==> src/rtl/asip_pkg.sv <==
// Shared definitions for the ASIP demux sequencing controller: widths, routing modes, FSM states.
package asip_pkg;

    localparam int unsigned DATA_W = 8;
    localparam int unsigned CNT_W  = 8;

    typedef enum logic [1:0] {
        MODE_A     = 2'b00,
        MODE_B     = 2'b01,
        MODE_ALT   = 2'b10,
        MODE_SPLIT = 2'b11
    } mode_e;

    typedef enum logic [1:0] {
        IDLE    = 2'b00,
        ROUTE   = 2'b01,
        DRAIN   = 2'b10,
        DONE_ST = 2'b11
    } state_e;

endpackage

==> src/rtl/out_slot.sv <==
// One-entry valid/ready output register; a load in the same cycle as a drain keeps the slot full.
module out_slot #(
    parameter int unsigned W = 8
) (
    input  logic         clk,
    input  logic         rst_n,
    input  logic         i_load,
    input  logic [W-1:0] i_data,
    input  logic         i_ready,
    output logic         o_valid,
    output logic [W-1:0] o_data,
    output logic         o_free_c
);

    logic         r_valid;
    logic [W-1:0] r_data;

    // Data is zeroed whenever the slot empties so the output reads 0 while invalid.
    always_ff @(posedge clk) begin
        if (!rst_n) begin
            r_valid <= 1'b0;
            r_data  <= '0;
        end else if (i_load) begin
            r_valid <= 1'b1;
            r_data  <= i_data;
        end else if (r_valid && i_ready) begin
            r_valid <= 1'b0;
            r_data  <= '0;
        end
    end

    assign o_valid  = r_valid;
    assign o_data   = r_data;
    assign o_free_c = !r_valid || i_ready;

endmodule

==> src/rtl/demux_route_ctrl.sv <==
// Block sequencer for the 1:2 sample demux: steers COUNT samples to unit A or B by routing mode.
module demux_route_ctrl #(
    parameter int unsigned DATA_W = asip_pkg::DATA_W,
    parameter int unsigned CNT_W  = asip_pkg::CNT_W
) (
    input  logic              CLK,
    input  logic              RESET,
    input  logic              START,
    input  logic [1:0]        MODE,
    input  logic [CNT_W-1:0]  COUNT,
    input  logic              IN_VALID,
    input  logic [DATA_W-1:0] IN_DATA,
    output logic              IN_READY,
    output logic              SEL,
    output logic              OUT_A_VALID,
    output logic [DATA_W-1:0] OUT_A,
    input  logic              OUT_A_READY,
    output logic              OUT_B_VALID,
    output logic [DATA_W-1:0] OUT_B,
    input  logic              OUT_B_READY,
    output logic              BUSY,
    output logic              DONE
);

    import asip_pkg::*;

    state_e           r_state;
    mode_e            r_mode;
    logic [CNT_W-1:0] r_count;
    logic [CNT_W-1:0] r_idx;
    logic             r_busy;
    logic             r_done;

    logic w_route;
    logic w_sel;
    logic w_free_a;
    logic w_free_b;
    logic w_accept;
    logic w_load_a;
    logic w_load_b;
    logic w_last;

    // Destination of the sample at index r_idx under the latched mode.
    always_comb begin
        w_sel = 1'b0;
        case (r_mode)
            MODE_A:     w_sel = 1'b0;
            MODE_B:     w_sel = 1'b1;
            MODE_ALT:   w_sel = r_idx[0];
            MODE_SPLIT: w_sel = !(r_idx < (r_count >> 1));
            default:    w_sel = 1'b0;
        endcase
    end

    assign w_route  = (r_state == ROUTE);
    assign SEL      = w_route && w_sel;
    assign IN_READY = w_route && (w_sel ? w_free_b : w_free_a);
    assign w_accept = IN_VALID && IN_READY;
    assign w_load_a = w_accept && !w_sel;
    assign w_load_b = w_accept && w_sel;
    assign w_last   = (r_idx == (r_count - CNT_W'(1)));

    // Block FSM; BUSY and DONE are registered alongside the state they decode.
    always_ff @(posedge CLK) begin
        if (!RESET) begin
            r_state <= IDLE;
            r_mode  <= MODE_A;
            r_count <= '0;
            r_idx   <= '0;
            r_busy  <= 1'b0;
            r_done  <= 1'b0;
        end else begin
            r_done <= 1'b0;
            case (r_state)
                IDLE: begin
                    if (START) begin
                        r_mode  <= mode_e'(MODE);
                        r_count <= COUNT;
                        r_idx   <= '0;
                        if (COUNT == '0) begin
                            r_state <= DONE_ST;
                            r_done  <= 1'b1;
                        end else begin
                            r_state <= ROUTE;
                            r_busy  <= 1'b1;
                        end
                    end
                end
                ROUTE: begin
                    if (w_accept) begin
                        r_idx <= r_idx + CNT_W'(1);
                        if (w_last) begin
                            r_state <= DRAIN;
                        end
                    end
                end
                DRAIN: begin
                    if (!OUT_A_VALID && !OUT_B_VALID) begin
                        r_state <= DONE_ST;
                        r_busy  <= 1'b0;
                        r_done  <= 1'b1;
                    end
                end
                DONE_ST: begin
                    r_state <= IDLE;
                end
                default: begin
                    r_state <= IDLE;
                    r_busy  <= 1'b0;
                end
            endcase
        end
    end

    assign BUSY = r_busy;
    assign DONE = r_done;

    out_slot #(.W(DATA_W)) u_slot_a (
        .clk      (CLK),
        .rst_n    (RESET),
        .i_load   (w_load_a),
        .i_data   (IN_DATA),
        .i_ready  (OUT_A_READY),
        .o_valid  (OUT_A_VALID),
        .o_data   (OUT_A),
        .o_free_c (w_free_a)
    );

    out_slot #(.W(DATA_W)) u_slot_b (
        .clk      (CLK),
        .rst_n    (RESET),
        .i_load   (w_load_b),
        .i_data   (IN_DATA),
        .i_ready  (OUT_B_READY),
        .o_valid  (OUT_B_VALID),
        .o_data   (OUT_B),
        .o_free_c (w_free_b)
    );

endmodule

==> config.mk <==
export PLATFORM = sky130hd
export DESIGN_NAME = demux_route_ctrl
export DESIGN_NICKNAME = d
export VERILOG_FILES = /design/src/rtl/asip_pkg.sv /design/src/rtl/out_slot.sv /design/src/rtl/demux_route_ctrl.sv
export SDC_FILE = /design/constraint.sdc
export NUM_CORES = 1
export LEC_CHECK = 0
export ABC_AREA = 1
export CAP_MARGIN = 10
export CORE_ASPECT_RATIO = 0.5
export CORE_MARGIN = 2
export CORE_UTILIZATION = 43
export CTS_BUF_LIST = sky130_fd_sc_hd__clkbuf_4 sky130_fd_sc_hd__clkbuf_8
export CTS_CLUSTER_SIZE = 28
export DETAILED_ROUTE_END_ITERATION = 10
export GPL_ROUTABILITY_DRIVEN = 0
export PLACE_DENSITY = 0.79
export SLEW_MARGIN = 15
export SYNTH_ARGS = -nofsm -noshare
export SYNTH_HDL_FRONTEND = slang
export SYNTH_SLANG_ARGS = --single-unit
export TNS_END_PERCENT = 10
==> constraint.sdc <==
create_clock -name CLK -period 2.3 [get_ports CLK]
set_input_delay 0.23 -clock CLK [delete_from_list [all_inputs] [get_ports CLK]]
set_output_delay 0.23 -clock CLK [all_outputs]
set_load 0.005 [all_outputs]
==> metrics.md <==
| Metric | Value |
|---|---|
| CTS tree | yes |
| Clock sink count | 40 |
| Post-synth EDFFs | 0 |
| Mean Syn Cell Area | 7.09 um2 |
| Largest net degree at the start of global routing | 28 |
| Number of global-route vias before repair | 2077 |
| Dpl ws | 0.0777 ns |
| Cell Pwr Density | 900 nW/um2 |
| Syn Inst Count | 315 |
| TNS Setup | 0 ns |
| Grt ovf | 0 |
| Critical path class | flop to output pin |
| Total number of vias | 2242 |
| Residual DRC | 0 |
| Max-slew headroom | 0.654 |
| Layout cell share with drive strength beyond 1 | 0.108 |
| Asr flop ratio synth | 0 |
| Syn. warnings | 0 |
| Crit end category | output pin |
| Core area | 4950 um2 |
| Net count after synthesis | 350 |
| Dpl hpwl | 4480 um |
| Max clock buf depth | 2 |
| Clock slew seen by the registers of the worst setup and hold paths | 0.08 ns |
| Critical path arrival | approximately 1.9 ns |
| Die X-Extent | 106 um |
| Req. time, crit path | 2.07 ns |
| Most common cell on crit path | nand2_1 |
| Worst-path maximum fanout | 5 |
| Yosys top cell by area | dfxtp_1 |
| Hold WS | 0.463 ns |
| Register area share after synthesis | 0.359 |
| Initial Utilization | 0.451 |
| DRC violation total after the first TritonRoute iteration | 88 |
| Worst setup margin | 0.165 ns |
| DR WL/cell | 13.1 um |
| Worst Hold Class | flop to flop |
| CTS root buffer | clkbuf_8 |
| RSZ-0062 raised after global routing | false |
| CP Cell Sequence | inv_1 -> ha_1 -> nand2_1 -> inv_1 -> nand2_1 -> nand2_1 -> nand2_1 -> nand2_2 -> nand2_4 -> nand2_4 -> nand2_4 -> nor2_8 -> clkbuf_2 |
| TritonCTS buffer count | 5 |
| Fmax | 468 MHz |
| Synth cell count leaders | nand2_1, dfxtp_1, a21oi_1, nor2_1, inv_1 |
| Maxcap violations | 0 |
| Status | complete, no violations |
| Seq cells post-synth | 40 |
| Final setup viols | 0 |
| Max VDD drop | around 0.57 mV |
| Fin crit share | 0.928 |
| Clk_lat worst skew | 0.30 ns |
| Worst-margin pin slew | 0.517 ns |
| Worst stage delay on the critical path | 0.36 ns |
| Fin nets | 405 |
| Die height | 55.0 um |
| Clock skew | 0.00703 ns |
| N_diodes | 0 |
| Critical path startpoint category | flop |
| Count leader, synth | nand2_1 |
| Hold buffers post-CTS | 0 |
| WL final | between 5000 and 6000 um |
| Cell Area, Synth | 2230 um2 |
| Area contributors post-synth | dfxtp_1, nand2_1, a21oi_1 |
| Die area | 5820 um2 |
| Total GRT Usage | 0.208 |
| Crit path buffers/inverters | 3 |
| P&R area growth vs syn | 30.4% |
| Pwr Total | 2.62 mW |
| Top delay family on crit path | simple AND/OR/NAND/NOR gates |
| I/O pin count | 46 |
| Routed vias/inst | 5.08 |
| Yosys cell types | 30 |
| Most used DFF post-synth | dfxtp_1 |
| Initial antenna violation count | 0 |
| H-tree Lvls | 2 |
| Leakage | between 1 and 1.5 nW |
| Top-area cell type share of the netlist area | 0.359 |
| First-pass GRT wire length | 9280 um |
| Final Hold Viols | 0 |
| Min cycle time layout | 2.14 ns |
| Max-slew violation count | 0 |
| Worst path slowest cell | dfxtp_2 |
| Final ANT Viol Nets | 0 |
| Number of port buffers | 45 |
| Drt first pass iters | 4 |
| Row count | 18 |
through the flow:
stage	instances	cell area, um2	utilization
after global placement	433	2810	0.566
final	441	2910	0.588
after CTS	441	2910	0.587
after floorplan	315	2230	-
after detailed placement	433	2810	0.566
after global routing	441	2910	0.588
layout by cell type, fill, tap and decap left out, drive strengths merged:
cell and n:
a21o 1, a21oi 40, a31o 1, buf 9
clkbuf 7, clkdlybuf4s50 43, clkinv 4, dfxtp 40
dlymetal6s2s 1, ha 11, inv 30, nand2 81
nand3 20, nand3b 2, nand4 12, nor2 41
nor3 1, nor3b 3, nor4 1, o21ai 12
o21bai 1, or2 1, xnor2 2, xor2 7
final timing paths:
kind	end	depth (start not counted)	start	slack (ns)
hold / removal	u_slot_a.o_data[7]	2	u_slot_a.o_data[7]	0.46
setup reg to reg	r_state[0]	17	r_count[4]	0.22
hold reg to reg	u_slot_a.o_data[7]	2	u_slot_a.o_data[7]	0.46
setup / recovery	IN_READY	13	r_count[4]	0.16
kinds of logic after synthesis:
kind of cell | Yosys count | synth area share
adder cells (fa/ha/maj) | 11 | 0.0616
AO/OA/AOI/OAI | 55 | 0.134
flip-flops | 40 | 0.359
XOR/XNOR | 9 | 0.0353
buffers and inverters | 38 | 0.0689
AND/OR/NAND/NOR | 162 | 0.341
timing repair:
item                                    CTS  global route
hold endpoints to repair                  0             0
endpoints found under the setup margin    2             3
resized for setup                         5             5
buffers inserted                          0             0
tightest hold or removal path, delay by kind of cell (launching register included):
| family | cells | cell delay (ns) |
|---|---|---|
| DFF | 1 | 0.31 |
| and+or+nand+nor | 1 | 0.06 |
| AOI/OAI and AO/OA | 1 | 0.05 |
per-layer routing:
layer  wire (um)  track usage  part of all wire
met1        2550        0.238              0.44
met2        2820        0.387              0.49
met5           0            0                 0
met4          78       0.0702             0.013
met3         343       0.0632             0.059
registers in the layout, summed over array words and instances (netlist names):
| register | flops |
|---|---|
| BUSY | 1 |
| DONE | 1 |
| r_count | 8 |
| r_idx | 8 |
| r_mode | 2 |
| r_state | 2 |
| u_slot_a.o_data | 8 |
| u_slot_a.o_valid | 1 |
| u_slot_b.o_data | 8 |
| u_slot_b.o_valid | 1 |
area by class of cell:
class	count	area [um2]
Inverter	32	121
Clock inverter	2	10.0
Multi-Input combinational cell	237	1290
Fill cell	451	2040
Sequential cell	40	803
Timing Repair Buffer	54	515
Tap cell	70	87.6
Clock buffer	6	82.6
power by group:
part | switching (mW) | leakage (nW) | internal, mW | total, mW
Clock | 0.249 | 0.0510 | 0.239 | 0.488
Sequential | 0.0786 | 0.327 | 0.806 | 0.884
Combinational | 0.765 | 0.858 | 0.482 | 1.25
Power figures use the tool's default switching activity.
